## src/rtl/assoc_buf_pkg.sv

```systemverilog
// Shared definitions for the associative buffer family.
// Contents:
//   CTRL_W                   width of the ctrl opcode bus
//   CTRL_NONE .. CTRL_LOOKUP opcode values; code 7 is reserved and treated as NONE
// The older CLR/LOAD/INCR buffer and the benches use the same constants.
package assoc_buf_pkg;

   localparam int CTRL_W = 3;

   localparam logic [CTRL_W-1:0] CTRL_NONE   = 3'd0;
   localparam logic [CTRL_W-1:0] CTRL_CLR    = 3'd1;
   localparam logic [CTRL_W-1:0] CTRL_LOAD   = 3'd2;
   localparam logic [CTRL_W-1:0] CTRL_INCR   = 3'd3;
   localparam logic [CTRL_W-1:0] CTRL_DECR   = 3'd4;
   localparam logic [CTRL_W-1:0] CTRL_DEL    = 3'd5;
   localparam logic [CTRL_W-1:0] CTRL_LOOKUP = 3'd6;

endpackage

```

## src/rtl/assoc_lru_entry.sv

```systemverilog
// One entry of assoc_lru_buffer.
// Holds the valid, key, data and LRU age registers and compares the stored key
// against the broadcast op key. Age updates follow the broadcast events:
//   ins   : the selected entry takes age 0; every other valid entry ages by one
//   touch : the selected entry takes age 0; valid entries younger than
//           bcast_age (the touched entry's old age) age by one
//   del   : the selected entry is invalidated; valid entries older than
//           bcast_age (the deleted entry's age) become one younger
// The top asserts at most one of ins/touch/del per cycle.
// Ports:
//   clk, rst          clock, synchronous active-high reset
//   clr               invalidate the entry (CLR op)
//   cmp_key / match   op key and the hit flag for it
//   sel               this entry is the target of the current op
//   ins, touch, del   broadcast age events, bcast_age their reference age
//   data_we           write new_data into the selected entry
//   new_key, new_data key/data written on insert or update
//   entry_*           stored state, read by the top for muxing
module assoc_lru_entry
   import assoc_buf_pkg::*;
#(
   parameter int KEY_WIDTH  = 4,
   parameter int DATA_WIDTH = 8,
   parameter int AGE_WIDTH  = 2
) (
   input  logic                  clk,
   input  logic                  rst,
   input  logic                  clr,
   input  logic [KEY_WIDTH-1:0]  cmp_key,
   output logic                  match,
   input  logic                  sel,
   input  logic                  ins,
   input  logic                  touch,
   input  logic                  del,
   input  logic [AGE_WIDTH-1:0]  bcast_age,
   input  logic                  data_we,
   input  logic [KEY_WIDTH-1:0]  new_key,
   input  logic [DATA_WIDTH-1:0] new_data,
   output logic                  entry_valid,
   output logic [KEY_WIDTH-1:0]  entry_key,
   output logic [DATA_WIDTH-1:0] entry_data,
   output logic [AGE_WIDTH-1:0]  entry_age
);

   assign match = entry_valid && (entry_key == cmp_key);

   always_ff @(posedge clk) begin
      if (rst) begin
         entry_valid <= 1'b0;
         entry_key   <= '0;
         entry_data  <= '0;
         entry_age   <= '0;
      end else if (clr) begin
         entry_valid <= 1'b0;
         entry_age   <= '0;
      end else begin
         if (sel && data_we) begin
            entry_data <= new_data;
         end
         if (ins) begin
            if (sel) begin
               entry_valid <= 1'b1;
               entry_key   <= new_key;
               entry_age   <= '0;
            end else if (entry_valid) begin
               entry_age <= entry_age + 1'b1;
            end
         end
         if (touch) begin
            if (sel) begin
               entry_age <= '0;
            end else if (entry_valid && (entry_age < bcast_age)) begin
               entry_age <= entry_age + 1'b1;
            end
         end
         if (del) begin
            if (sel) begin
               entry_valid <= 1'b0;
               entry_age   <= '0;
            end else if (entry_valid && (entry_age > bcast_age)) begin
               entry_age <= entry_age - 1'b1;
            end
         end
      end
   end

endmodule

```

## src/rtl/assoc_lru_buffer.sv

```systemverilog
// Associative key->data store with LRU replacement and in-place INCR/DECR.
// One op per clock, results registered (latency 1).
// Build option: define ASSOC_LRU_BUF_SAT_EN to make INCR/DECR saturate at the
// data range limits; without it they wrap.
// Ports:
//   clk, rst      clock, synchronous active-high reset (overrides ctrl)
//   ctrl          opcode (see assoc_buf_pkg), key/data_input its operands
//   data_output   result data of the last op
//   valid         last op hit or wrote an entry
//   evict         one-cycle pulse when a LOAD replaced the LRU entry
//   evict_key     key of the replaced entry, meaningful while evict is high
//   full, count   occupancy after the last op
module assoc_lru_buffer
   import assoc_buf_pkg::*;
#(
   parameter int KEY_WIDTH   = 4,
   parameter int DATA_WIDTH  = 8,
   parameter int BUFFER_SIZE = 4
) (
   input  logic                             clk,
   input  logic                             rst,
   input  logic [CTRL_W-1:0]                ctrl,
   input  logic [KEY_WIDTH-1:0]             key,
   input  logic [DATA_WIDTH-1:0]            data_input,
   output logic [DATA_WIDTH-1:0]            data_output,
   output logic                             valid,
   output logic                             evict,
   output logic [KEY_WIDTH-1:0]             evict_key,
   output logic                             full,
   output logic [$clog2(BUFFER_SIZE+1)-1:0] count
);

   localparam int AGE_W = $clog2(BUFFER_SIZE);
   localparam int CNT_W = $clog2(BUFFER_SIZE+1);

   logic [BUFFER_SIZE-1:0] match_vec;
   logic [BUFFER_SIZE-1:0] valid_vec;
   logic [KEY_WIDTH-1:0]   key_arr  [BUFFER_SIZE];
   logic [DATA_WIDTH-1:0]  data_arr [BUFFER_SIZE];
   logic [AGE_W-1:0]       age_arr  [BUFFER_SIZE];

   logic [BUFFER_SIZE-1:0] sel;
   logic                   ins, touch, del, data_we, clr_op;
   logic [AGE_W-1:0]       bcast_age;
   logic [DATA_WIDTH-1:0]  new_data;

   logic                   hit;
   logic [AGE_W-1:0]       hit_idx, free_idx, victim_idx;
   logic [DATA_WIDTH-1:0]  hit_data, arith_data;
   logic [AGE_W-1:0]       hit_age;

   logic [DATA_WIDTH-1:0]  dout_nxt;
   logic                   valid_nxt, evict_nxt;
   logic [KEY_WIDTH-1:0]   ekey_nxt;
   logic [CNT_W-1:0]       count_nxt;

   for (genvar g = 0; g < BUFFER_SIZE; g++) begin : g_entry
      assoc_lru_entry #(
         .KEY_WIDTH (KEY_WIDTH),
         .DATA_WIDTH(DATA_WIDTH),
         .AGE_WIDTH (AGE_W)
      ) u_entry (
         .clk        (clk),
         .rst        (rst),
         .clr        (clr_op),
         .cmp_key    (key),
         .match      (match_vec[g]),
         .sel        (sel[g]),
         .ins        (ins),
         .touch      (touch),
         .del        (del),
         .bcast_age  (bcast_age),
         .data_we    (data_we),
         .new_key    (key),
         .new_data   (new_data),
         .entry_valid(valid_vec[g]),
         .entry_key  (key_arr[g]),
         .entry_data (data_arr[g]),
         .entry_age  (age_arr[g])
      );
   end

   // Keys are unique, so at most one match bit is set. The free-slot scan runs
   // downward so the lowest free index wins. When full, exactly one valid entry
   // carries the oldest age and becomes the victim.
   always_comb begin
      hit        = |match_vec;
      hit_idx    = '0;
      free_idx   = '0;
      victim_idx = '0;
      for (int i = 0; i < BUFFER_SIZE; i++) begin
         if (match_vec[i]) hit_idx = AGE_W'(i);
         if (valid_vec[i] && (age_arr[i] == AGE_W'(BUFFER_SIZE-1))) victim_idx = AGE_W'(i);
      end
      for (int i = BUFFER_SIZE-1; i >= 0; i--) begin
         if (!valid_vec[i]) free_idx = AGE_W'(i);
      end
      hit_data = data_arr[hit_idx];
      hit_age  = age_arr[hit_idx];
   end

   always_comb begin
      arith_data = hit_data;
`ifdef ASSOC_LRU_BUF_SAT_EN
      if (ctrl == CTRL_INCR) begin
         arith_data = (hit_data == '1) ? hit_data : hit_data + 1'b1;
      end else begin
         arith_data = (hit_data == '0) ? hit_data : hit_data - 1'b1;
      end
`else
      if (ctrl == CTRL_INCR) begin
         arith_data = hit_data + 1'b1;
      end else begin
         arith_data = hit_data - 1'b1;
      end
`endif
   end

   always_comb begin
      sel       = '0;
      ins       = 1'b0;
      touch     = 1'b0;
      del       = 1'b0;
      data_we   = 1'b0;
      clr_op    = 1'b0;
      bcast_age = '0;
      new_data  = '0;
      dout_nxt  = data_output;
      valid_nxt = valid;
      evict_nxt = 1'b0;
      ekey_nxt  = evict_key;
      count_nxt = count;
      case (ctrl)
         CTRL_CLR: begin
            clr_op    = 1'b1;
            dout_nxt  = '0;
            valid_nxt = 1'b0;
            count_nxt = '0;
         end
         CTRL_LOAD: begin
            data_we   = 1'b1;
            new_data  = data_input;
            dout_nxt  = data_input;
            valid_nxt = 1'b1;
            if (hit) begin
               sel[hit_idx] = 1'b1;
               touch        = 1'b1;
               bcast_age    = hit_age;
            end else if (full) begin
               sel[victim_idx] = 1'b1;
               ins             = 1'b1;
               evict_nxt       = 1'b1;
               ekey_nxt        = key_arr[victim_idx];
            end else begin
               sel[free_idx] = 1'b1;
               ins           = 1'b1;
               count_nxt     = count + 1'b1;
            end
         end
         CTRL_INCR, CTRL_DECR: begin
            dout_nxt  = '0;
            valid_nxt = 1'b0;
            if (hit) begin
               sel[hit_idx] = 1'b1;
               touch        = 1'b1;
               bcast_age    = hit_age;
               data_we      = 1'b1;
               new_data     = arith_data;
               dout_nxt     = arith_data;
               valid_nxt    = 1'b1;
            end
         end
         CTRL_DEL: begin
            dout_nxt  = '0;
            valid_nxt = 1'b0;
            if (hit) begin
               sel[hit_idx] = 1'b1;
               del          = 1'b1;
               bcast_age    = hit_age;
               dout_nxt     = hit_data;
               valid_nxt    = 1'b1;
               count_nxt    = count - 1'b1;
            end
         end
         CTRL_LOOKUP: begin
            dout_nxt  = '0;
            valid_nxt = 1'b0;
            if (hit) begin
               sel[hit_idx] = 1'b1;
               touch        = 1'b1;
               bcast_age    = hit_age;
               dout_nxt     = hit_data;
               valid_nxt    = 1'b1;
            end
         end
         default: begin
            // NONE and the reserved code hold everything except the evict pulse.
         end
      endcase
   end

   always_ff @(posedge clk) begin
      if (rst) begin
         data_output <= '0;
         valid       <= 1'b0;
         evict       <= 1'b0;
         evict_key   <= '0;
         count       <= '0;
         full        <= 1'b0;
      end else begin
         data_output <= dout_nxt;
         valid       <= valid_nxt;
         evict       <= evict_nxt;
         evict_key   <= ekey_nxt;
         count       <= count_nxt;
         full        <= (count_nxt == CNT_W'(BUFFER_SIZE));
      end
   end

endmodule

```

## config.mk

```make
export PLATFORM = sky130hd
export DESIGN_NAME = assoc_lru_buffer
export DESIGN_NICKNAME = d
export VERILOG_FILES = /design/src/rtl/assoc_buf_pkg.sv /design/src/rtl/assoc_lru_entry.sv /design/src/rtl/assoc_lru_buffer.sv
export SDC_FILE = /design/constraint.sdc
export NUM_CORES = 1
export LEC_CHECK = 0
export ABC_AREA = 1
export ABC_CLOCK_PERIOD_IN_PS = 6600
export CORE_MARGIN = 8
export CORE_UTILIZATION = 62
export DETAILED_ROUTE_END_ITERATION = 6
export DONT_BUFFER_PORTS = 1
export HOLD_SLACK_MARGIN = 0.02
export PLACE_DENSITY = 0.79
export SKIP_CTS_REPAIR_TIMING = 1
export SYNTH_ARGS = -nofsm -noshare
export SYNTH_HDL_FRONTEND = slang
export SYNTH_HIERARCHICAL = 1
export SYNTH_SLANG_ARGS = --single-unit
```

## constraint.sdc

```tcl
create_clock -name clk -period 6.6 [get_ports clk]
set_clock_uncertainty 0.15 [all_clocks]
set_input_delay 1.98 -clock clk [delete_from_list [all_inputs] [get_ports clk]]
set_output_delay 1.98 -clock clk [all_outputs]
set_load 0.03 [all_outputs]
```

==> results of run 1 <==
==> worst min-delay path by stage <==
stage / from / endpoint / depth (start not counted)
3_5_place_dp: g_entry[2].u_entry/entry_data[7] / g_entry[2].u_entry/entry_data[7] / 2
2_1_floorplan: g_entry[0].u_entry/entry_data[0] / g_entry[0].u_entry/entry_data[0] / 2
6_report: g_entry[3].u_entry/entry_data[4] / g_entry[3].u_entry/entry_data[4] / 2
5_1_grt: g_entry[3].u_entry/entry_data[4] / g_entry[3].u_entry/entry_data[4] / 2
4_1_cts: g_entry[2].u_entry/entry_data[7] / g_entry[2].u_entry/entry_data[7] / 2
3_3_place_gp: g_entry[2].u_entry/entry_data[0] / g_entry[2].u_entry/entry_data[0] / 2
==> through the flow <==
step | total power, mW | worst slack, ps | util [%]
4_1_cts | 0.928 | 1170 | 68.3
2_1_floorplan | 0.532 | 1390 | -
6_report | 0.924 | 1080 | 68.3
3_3_place_gp | 0.539 | 894 | 65.5
5_1_grt | 0.950 | 741 | 68.3
3_5_place_dp | 0.540 | 804 | 65.5
==> kinds of logic after synthesis <==
logic type,count (synthesis)
compound gates,125
xor+xnor,15
fa+ha+maj,17
buf+inv,107
flops,78
simple gates,427
==> layout by cell type (no fill, tap or decap), drive strengths merged, types with 3 or more instances in the layout <==
| cell | instances |
|---|---|
| nand2 | 264 |
| buf | 4 |
| xnor2 | 5 |
| nor2 | 84 |
| a211oi | 5 |
| clkbuf | 9 |
| o21bai | 6 |
| or2 | 6 |
| dfxtp | 78 |
| a21oi | 74 |
| nand4 | 11 |
| nor3 | 6 |
| a221oi | 3 |
| inv | 104 |
| nor4 | 5 |
| nand3 | 45 |
| o21ai | 22 |
| nand3b | 5 |
| o22ai | 7 |
| xor2 | 10 |
| ha | 16 |
==> routing by layer <==
layer / vias to the layer above / global-route usage, %
met5: - / 0
met4: 0 / 8.97
met3: 39 / 4.61
met2: 198 / 43.1
met1: 2356 / 30.5
li1: 2497 / -
==> critical path, delay by kind of cell <==
kind                     cells  cell delay [ps]
XOR/XNOR                     1              130
adder cells (fa/ha/maj)      1              410
AO/OA/AOI/OAI                5             1350
AND/OR/NAND/NOR              8             1180
buffers and inverters        4              630
==> power breakdown <==
group	switching (mW)	internal (mW)	leakage (nW)
Sequential	0.00868	0.473	0.629
Clock	0.209	0.184	0.102
Combinational	0.0321	0.0167	1.53
Total	0.250	0.674	2.26
==> area by class of cell <==
cell class                 count  area share, %
clock buffer                   9           2.36
clock inverter                 7           1.67
inverter                     102           7.34
multi-input combinational    584           55.9
sequential                    78           29.7
tap                          102           2.43
timing repair buffer           4          0.572
==> flip-flops by register name (all words and copies together) (netlist names) <==
name,count
g_entry.u_entry/entry_data,32
g_entry.u_entry/entry_key,16
data_output,8
g_entry.u_entry/entry_age,8
evict_key,4
g_entry.u_entry/entry_valid,4
count,3
evict,1
full,1
valid,1
==> results.json, run 1 <==
{
  "worstMarginPinSlew_ps": 770,
  "postLayoutCellArea_um2": 5250,
  "yosys.area.top_type": "dfxtp_1",
  "rows": 32,
  "muxShareOfSynthArea_pct": 0,
  "path_clk_slew_ps": 100,
  "synth-seq-cells": 78,
  "rsz0062_at_grt": "no",
  "antennaDiodeCount": 0,
  "reg2reg_depth": 18,
  "clockRootBuffer": "clkbuf_8",
  "r2r_end": "data_output[4]",
  "synthToLayoutAreaGrowth_pct": 7.12,
  "powerDensity_nw_per_um2": 176,
  "synth.top_cells.by_count": "nand2_1 (255), inv_1 (84), dfxtp_1 (78)",
  "drc": 0,
  "dp_cells": 870,
  "clk_latency_ps": 360,
  "fin_crit_ps": 5520,
  "synth_edf_count": 0,
  "antenna_found_initial": 0,
  "postRouteAntennaNets": 0,
  "grt_overflow": 0,
  "die-area_um2": 11000,
  "vias_per_cell": 5.74,
  "synth_cell_types": 40,
  "postPlaceCellArea_um2": 5040,
  "maxSlewViolCount": 0,
  "max-cap-violations": 0,
  "p_leak_nw": 2.26,
  "grt_max_degree": 57,
  "n_fill_cell": 731,
  "avgSynthCellArea_um2": 6.37,
  "synth_top_flop_cell": "dfxtp_1",
  "synth_area_leaders": "dfxtp_1 (32%), nand2_1 (20%), a21oi_1 (7.1%), inv_1 (6.4%), nor2_1 (5.5%)",
  "seq_area_um2": 1560,
  "synth-simple-area-share_pct": 37.8,
  "wl_per_cell_um": 15.6,
  "crit_start": "key[1]",
  "critPathArrivalTime_ps": 5690,
  "synth_compound_area_share_pct": 14.9,
  "peakVddDrop_uv": 150,
  "synth_top_family_by_area": "simple AND/OR/NAND/NOR gates",
  "yosysTopAreaCellShare_pct": 31.9,
  "cts_tree": "done",
  "crit_fanout": 8,
  "syn_nets": 803,
  "drive_above_1_share_pct": 8.93,
  "wl_met2_um": 6780,
  "die_h_um": 105,
  "drt_iter0_markers": 348,
  "finalSetupTns_ps": 0,
  "ys_seq_area_share_pct": 31.9,
  "dp_hpwl_um": 10300,
  "synth_fa_ha_area_share_pct": 4.49,
  "ff2ff_setup_slack_ps": 2210,
  "grt_pass1_vias": 4742,
  "multi_input_area_um2": 2930,
  "fin_crit_sh_pct": 83.7,
  "clockBufferDepth": 2,
  "place_congestion": 0.931,
  "crit_chain": "xnor2_1, nand3_1, nor4_1, inv_1, o21ai_1, nor2_1, inv_1, nor2_1, nor2_1, o21a_1, inv_1, fa_1, o21ai_0, nor2_1, o21ai_0, a21oi_1, nand2_1, nand2_1, inv_1",
  "cpMaxStageDelayCell": "nor4_1",
  "setup.worst_path.end": "data_output[4]",
  "fmax_mhz": 181,
  "synth.most_common_cell": "nand2_1",
  "dr.pass1.iters": 5,
  "synth-xor-area-share_pct": 2.68,
  "clock_sinks": 78,
  "syn_inst": 769,
  "core_um2": 7690,
  "hold_class": "reg2reg",
  "route.met3.wl_um": 1020,
  "slew_headroom_pct": 48.2,
  "grt_pass1_wl_um": 23000,
  "required_ps": 6770,
  "nets": 813,
  "cts-htree-levels": 3,
  "syn_area_um2": 4900,
  "endpoint_kind": "flip-flop",
  "m1WireLength_um": 5650,
  "path_class": "in2reg",
  "num_vias": 5090,
  "worst_setup_path_start_kind": "input pin",
  "die_width_um": 105,
  "finalHoldViolCount": 0,
  "regToRegStartpoint": "g_entry[1].u_entry/entry_valid",
  "top_layer_used": "met4",
  "crit_path_max_incr_delay_ps": 600,
  "grt_usage_pct": 25.1,
  "status": "finished clean",
  "ioPinCount": 35,
  "initial_core_util_pct": 63.8,
  "drt-total-wl_um": 13800,
  "fin_cells": 886,
  "ys_warn_count": 6,
  "cts_buffers": 9,
  "setup_violations": 0,
  "async_reset_ff_share_pct": 0,
  "port_buffers": 0,
  "holdWs_ps": 312
}
No activity file was read; power rests on OpenSTA's default activity.
==> run 2, diff against run 1 <==
--- a/config.mk
+++ b/config.mk
@@ -6,13 +6,13 @@
 export NUM_CORES = 1
 export LEC_CHECK = 0
 export ABC_AREA = 1
-export ABC_CLOCK_PERIOD_IN_PS = 6600
+export ABC_CLOCK_PERIOD_IN_PS = 4650
 export CORE_MARGIN = 8
-export CORE_UTILIZATION = 62
+export CORE_UTILIZATION = 58
 export DETAILED_ROUTE_END_ITERATION = 6
 export DONT_BUFFER_PORTS = 1
 export HOLD_SLACK_MARGIN = 0.02
-export PLACE_DENSITY = 0.79
+export PLACE_DENSITY = 0.77
 export SKIP_CTS_REPAIR_TIMING = 1
 export SYNTH_ARGS = -nofsm -noshare
 export SYNTH_HDL_FRONTEND = slang
==> constraint.sdc (replaced) <==
create_clock -name clk -period 4.65 [get_ports clk]
set_clock_uncertainty 0.15 [all_clocks]
set_input_delay 1.395 -clock clk [delete_from_list [all_inputs] [get_ports clk]]
set_output_delay 1.395 -clock clk [all_outputs]
set_load 0.03 [all_outputs]
==> run 2 against run 1 <==
Against the previous run:
- sequential share of layout area shrank 0.43 points
- setup slack lost 640 ps
- critical path depth grew 2
- count of clock-buffer cells in the layout is the same
- die area grew 5.8%
- via count shrank 2.0%
- sequential cell count is the same
- first-iteration DRC count shrank 15%
- register-to-register slack lost 1200 ps
- sequential power grew 42%
- global-route usage shrank 0.94 points
- combinational power grew 43%
- largest cell class unchanged
- largest power group unchanged
==> results.json, run 2 (same netlist as run 1, synthesis figures left out) <==
{
  "status": "finished clean",
  "finalHoldViolCount": 0,
  "grt_pass1_wl_um": 22700,
  "num_vias": 4989,
  "holdPathStages": 2,
  "rows": 33,
  "cts_tree": "done",
  "antennaDiodeCount": 0,
  "slew_headroom_pct": 54.0,
  "powerDensity_nw_per_um2": 246,
  "seq_area_um2": 1560,
  "drive_above_1_share_pct": 10.1,
  "largest-register": "g_entry.u_entry/entry_data",
  "drc": 0,
  "vias_per_cell": 5.56,
  "n_fill_cell": 758,
  "rsz0062_at_grt": "no",
  "wl_per_cell_um": 15.2,
  "max-cap-violations": 0,
  "initial_core_util_pct": 59.6,
  "crit_start": "key[0]",
  "required_ps": 4790,
  "grt_max_degree": 57,
  "endpoint_kind": "flip-flop",
  "finalPower_mw": 1.31,
  "port_buffers": 0,
  "grt_usage_pct": 24.1,
  "worstMarginPinSlew_ps": 683,
  "dr.pass1.iters": 5,
  "clockRootBuffer": "clkbuf_8",
  "synthToLayoutAreaGrowth_pct": 8.68,
  "clk_latency_ps": 360,
  "grt_overflow": 0,
  "regToRegStartpoint": "g_entry[3].u_entry/entry_key[0]",
  "setup_violations": 0,
  "place_congestion": 0.928,
  "critPathArrivalTime_ps": 4350,
  "peakVddDrop_uv": 238,
  "reg_top3": "g_entry.u_entry/entry_data (32), g_entry.u_entry/entry_key (16)",
  "cts-htree-levels": 3,
  "dp_hpwl_um": 10300,
  "antenna_found_initial": 0,
  "whs_endpoint": "g_entry[2].u_entry/entry_data[5]",
  "crit_fanout": 12,
  "worst_setup_path_start_kind": "input pin",
  "layout_commonest_cell": "nand2_1",
  "reg2reg_depth": 22,
  "nets": 821,
  "fin_crit_sh_pct": 90.7,
  "core_um2": 8220,
  "die-area_um2": 11600,
  "setup_ws_ps": 433,
  "r2r_end": "g_entry[3].u_entry/entry_data[6]",
  "hold_class": "reg2reg",
  "drt_iter0_markers": 295,
  "fmax_mhz": 237,
  "die_width_um": 108,
  "fin_crit_ps": 4220,
  "maxSlewViolCount": 0,
  "ioPinCount": 35,
  "postRouteAntennaNets": 0,
  "p_leak_nw": 2.31,
  "place_ws_ps": -16.5,
  "clockBufferDepth": 2,
  "die_h_um": 108,
  "largest_reg_flops": 32,
  "clock_sinks": 78,
  "grt_pass1_vias": 4713,
  "multi_input_area_um2": 2950,
  "final_cell_mix": "nand2_1 (255), inv_1 (84), dfxtp_1 (78)",
  "drt-total-wl_um": 13700,
  "hp-start": "g_entry[2].u_entry/entry_data[5]",
  "cts_buffers": 9,
  "ff2ff_setup_slack_ps": 980,
  "path_clk_slew_ps": 90,
  "path_class": "in2reg"
}
run 2: cell types whose count changed in the layout (fill, tap and decap cells not counted):
cell / previous run / this run
buf_4: 4 / 12
clkinvlp_4: 2 / 0
inv_6: 1 / 3
nor4_1: 5 / 3
nor4_2: 0 / 2
clkinv_4: 0 / 1
inv_8: 3 / 2
o21ai_0: 20 / 19
o21ai_1: 2 / 3
run 2: final cells by class:
class                      count  share of cell area (%)
clock buffer                   9                    2.33
timing repair buffer          12                    1.69
sequential                    78                    29.3
tap                          105                    2.47
inverter                     102                    7.24
clock inverter                 7                    1.64
multi-input combinational    584                    55.3
run 2: where the power goes:
group,internal (mW),switching [mW]
sequential,0.672,0.0126
clock,0.262,0.294
combinational,0.0246,0.0450
run 2: through the flow:
stage	instances	area [um^2]	hold WS [ps]	TNS [ps]	utilization, %
2_1_floorplan	769	4900	284	0	-
3_3_place_gp	881	5100	293	-3.46	62.1
3_5_place_dp	881	5100	298	-16.5	62.1
4_1_cts	897	5310	311	0	64.7
5_1_grt	897	5330	335	0	64.8
6_report	897	5330	312	0	64.8
run 2: worst max-delay path, cell delays in order:
cell and delay [ps]:
or2_2 270, nand3_1 110, nor4_1 50, buf_4 170, nor2_4 230, nor2_1 110
inv_1 240, nor2_1 70, nor3_1 310, ha_1 350, nand2_1 80, o21ai_0 90
nand2_1 90, nand2_1 50, a21oi_1 150, nor2_1 60, nor2_1 80, nand2_1 70
nand2_1 120, nand2_1 70, a21oi_1 180
run 2: how the worst max path moves through the flow:
stage | to | depth (start not counted)
2_1_floorplan | g_entry[0].u_entry/entry_data[6] | 21
3_3_place_gp | data_output[4] | 18
3_5_place_dp | data_output[4] | 19
4_1_cts | data_output[4] | 19
5_1_grt | g_entry[3].u_entry/entry_data[6] | 21
6_report | g_entry[3].u_entry/entry_data[6] | 21
run 2: routing by layer:
metal / share of wire (%) / wire length, um / global-route usage (%) / vias up
met5: 0 / 0 / 0 / -
met4: 3.2 / 437 / 10.8 / 0
met3: 6.3 / 865 / 4.91 / 38
met2: 47 / 6370 / 38.6 / 200
met1: 44 / 5980 / 30.6 / 2231
li1: - / - / - / 2520
==> run 3, diff against run 2 <==
--- a/config.mk
+++ b/config.mk
@@ -6,13 +6,14 @@
 export NUM_CORES = 1
 export LEC_CHECK = 0
 export ABC_AREA = 1
-export ABC_CLOCK_PERIOD_IN_PS = 4650
+export ABC_CLOCK_PERIOD_IN_PS = 4500
 export CORE_MARGIN = 8
-export CORE_UTILIZATION = 58
+export CORE_UTILIZATION = 66
+export CTS_BUF_LIST = sky130_fd_sc_hd__clkbuf_4
 export DETAILED_ROUTE_END_ITERATION = 6
 export DONT_BUFFER_PORTS = 1
 export HOLD_SLACK_MARGIN = 0.02
-export PLACE_DENSITY = 0.77
+export PLACE_DENSITY = 0.83
 export SKIP_CTS_REPAIR_TIMING = 1
 export SYNTH_ARGS = -nofsm -noshare
 export SYNTH_HDL_FRONTEND = slang
==> constraint.sdc (replaced) <==
create_clock -name clk -period 4.5 [get_ports clk]
set_clock_uncertainty 0.15 [all_clocks]
set_input_delay 1.35 -clock clk [delete_from_list [all_inputs] [get_ports clk]]
set_output_delay 1.35 -clock clk [all_outputs]
set_load 0.03 [all_outputs]
==> run 3 against run 2 <==
Against the previous run:
- cell area fell by 0.70%
- sequential share of layout area rose by 0.21 points
- register-to-register slack got worse by 270 ps
- die area fell by 10%
- via count rose by 2.5%
- setup slack got worse by 97 ps
- power fell by 6.6%
- worst hold slack improved by 5.2 ps
- sequential cell count did not move
- critical path depth fell by 4
- critical endpoint is now g_entry[3].u_entry/entry_age[1]
- count of clock-buffer cells in the layout rose by 1
==> results.json, run 3 (same netlist as run 1, synthesis figures left out) <==
{
  "status": "finished clean",
  "layout_commonest_cell": "nand2_1",
  "clk_latency_ps": 430,
  "worst-path-stages": 17,
  "antennaDiodeCount": 0,
  "vias_per_cell": 5.71,
  "path_clk_slew_ps": 130,
  "maxSlewViolCount": 0,
  "cts_tree": "done",
  "slew_headroom_pct": 56.2,
  "max-cap-violations": 0,
  "setup_violations": 0,
  "peakVddDrop_uv": 205,
  "crit_chain": "xnor2_1, nand3_1, nor4_1, nor2_4, nand2_4, nor2_8, inv_4, o21ai_0, a21oi_1, inv_1, ha_1, nand2_1, nand2_1, nor2_1, nand2_1, nand3_1, a21oi_1",
  "ioPinCount": 35,
  "finalSetupTns_ps": 0,
  "rsz0062_at_grt": "no",
  "crit_path_max_incr_delay_ps": 520,
  "fin_crit_ps": 4160,
  "postRouteAntennaNets": 0,
  "port_buffers": 0,
  "holdWs_ps": 317,
  "core_um2": 7210,
  "die_h_um": 102,
  "required_ps": 4660,
  "dp_hpwl_um": 10400,
  "initial_core_util_pct": 67.9,
  "grt_pass1_wl_um": 23000,
  "cpMaxStageDelayCell": "a21oi_1",
  "r2r_end": "g_entry[3].u_entry/entry_age[1]",
  "largest-register": "g_entry.u_entry/entry_data",
  "worstMarginPinSlew_ps": 652,
  "grt_overflow": 0,
  "antenna_found_initial": 0,
  "drive_above_1_share_pct": 10.7,
  "p_leak_nw": 2.30,
  "reg_top3": "g_entry.u_entry/entry_data (32), g_entry.u_entry/entry_key (16)",
  "num_vias": 5115,
  "cts-htree-levels": 3,
  "place_congestion": 1.04,
  "largest_reg_flops": 32,
  "endpoint_kind": "flip-flop",
  "grt_pass1_vias": 4937,
  "worst_setup_path_start_kind": "input pin",
  "die_width_um": 102,
  "synthToLayoutAreaGrowth_pct": 7.91,
  "fmax_mhz": 240,
  "fin_crit_sh_pct": 92.5,
  "ff2ff_setup_slack_ps": 710,
  "clockBufferDepth": 2,
  "grt_max_degree": 57,
  "drt-total-wl_um": 13800,
  "crit_top_cell": "nand2_1",
  "clock_sinks": 78,
  "final_cell_mix": "nand2_1 (255), inv_1 (84), dfxtp_1 (78)",
  "finalHoldViolCount": 0,
  "setup.worst_path.end": "g_entry[3].u_entry/entry_age[1]",
  "regToRegStartpoint": "g_entry[2].u_entry/entry_valid",
  "crit_fanout": 10,
  "nets": 826,
  "die-area_um2": 10400,
  "rows": 31,
  "critPathArrivalTime_ps": 4330,
  "hold_class": "reg2reg",
  "drt_iter0_markers": 361,
  "dr.pass1.iters": 6,
  "critPathTopFamily": "simple AND/OR/NAND/NOR gates",
  "cts_buffers": 9,
  "reg2reg_depth": 16,
  "crit_start": "key[1]",
  "grt_usage_pct": 27.7,
  "drc": 0,
  "fin_cells": 896,
  "wl_per_cell_um": 15.4,
  "path_class": "in2reg",
  "path_buf_inv": 2,
  "clockRootBuffer": "clkbuf_4",
  "powerDensity_nw_per_um2": 231,
  "fin_util_pct": 73.3,
  "dp_cells": 880
}
## run 3: power by group
part / leakage [nW] / internal (mW) / switching [mW] / total (mW)
Sequential: 0.629 / 0.695 / 0.0123 / 0.707
Clock: 0.0774 / 0.180 / 0.263 / 0.442
Combinational: 1.60 / 0.0260 / 0.0482 / 0.0742
Total: 2.30 / 0.901 / 0.323 / 1.22
## run 3: how the worst min path moves through the flow
stage | cells after the start | start | to | slack, ps
6_report | 2 | g_entry[1].u_entry/entry_data[6] | g_entry[1].u_entry/entry_data[6] | 320
2_1_floorplan | 2 | g_entry[0].u_entry/entry_data[0] | g_entry[0].u_entry/entry_data[0] | 280
5_1_grt | 2 | g_entry[0].u_entry/entry_data[3] | g_entry[0].u_entry/entry_data[3] | 340
3_5_place_dp | 2 | g_entry[3].u_entry/entry_data[7] | g_entry[3].u_entry/entry_data[7] | 300
4_1_cts | 2 | g_entry[3].u_entry/entry_data[7] | g_entry[3].u_entry/entry_data[7] | 320
3_3_place_gp | 2 | g_entry[2].u_entry/entry_data[0] | g_entry[2].u_entry/entry_data[0] | 290
## run 3: layout make-up
type / count / area, um^2
fill: 625 / 1930
tap: 99 / 124
clock inverter: 6 / 68.8
clock buffer: 10 / 75.1
sequential: 78 / 1560
multi-input combinational: 584 / 2950
inverter: 102 / 385
timing repair buffer: 17 / 128
## run 3: metal layers
metal,wire length (um),global-route usage (%)
met1,5600,32.0
met2,6780,47.0
met3,893,5.45
met4,530,14.8
met5,0,0
## run 3: per-stage QoR
step / total power, mW / instance area (um^2) / worst slack [ps]
finish: 1.22 / 5290 / 336
global route: 1.27 / 5290 / 52.1
CTS: 1.23 / 5280 / 394
detailed placement: 0.794 / 5140 / -41.5
global placement: 0.792 / 5140 / 78.6
floorplan: 0.780 / 4910 / 87.1
## run 3: worst register-to-register path, stage by stage, from the launching register on
cell	delay [ps]
dfxtp_1	490
inv_1	180
nor4_1	630
nor2_4	150
nand2_4	200
nor2_8	60
inv_4	110
o21ai_0	170
a21oi_1	520
inv_1	100
ha_1	350
nand2_1	100
nand2_1	100
nor2_1	150
nand2_1	80
nand3_1	90
a21oi_1	80
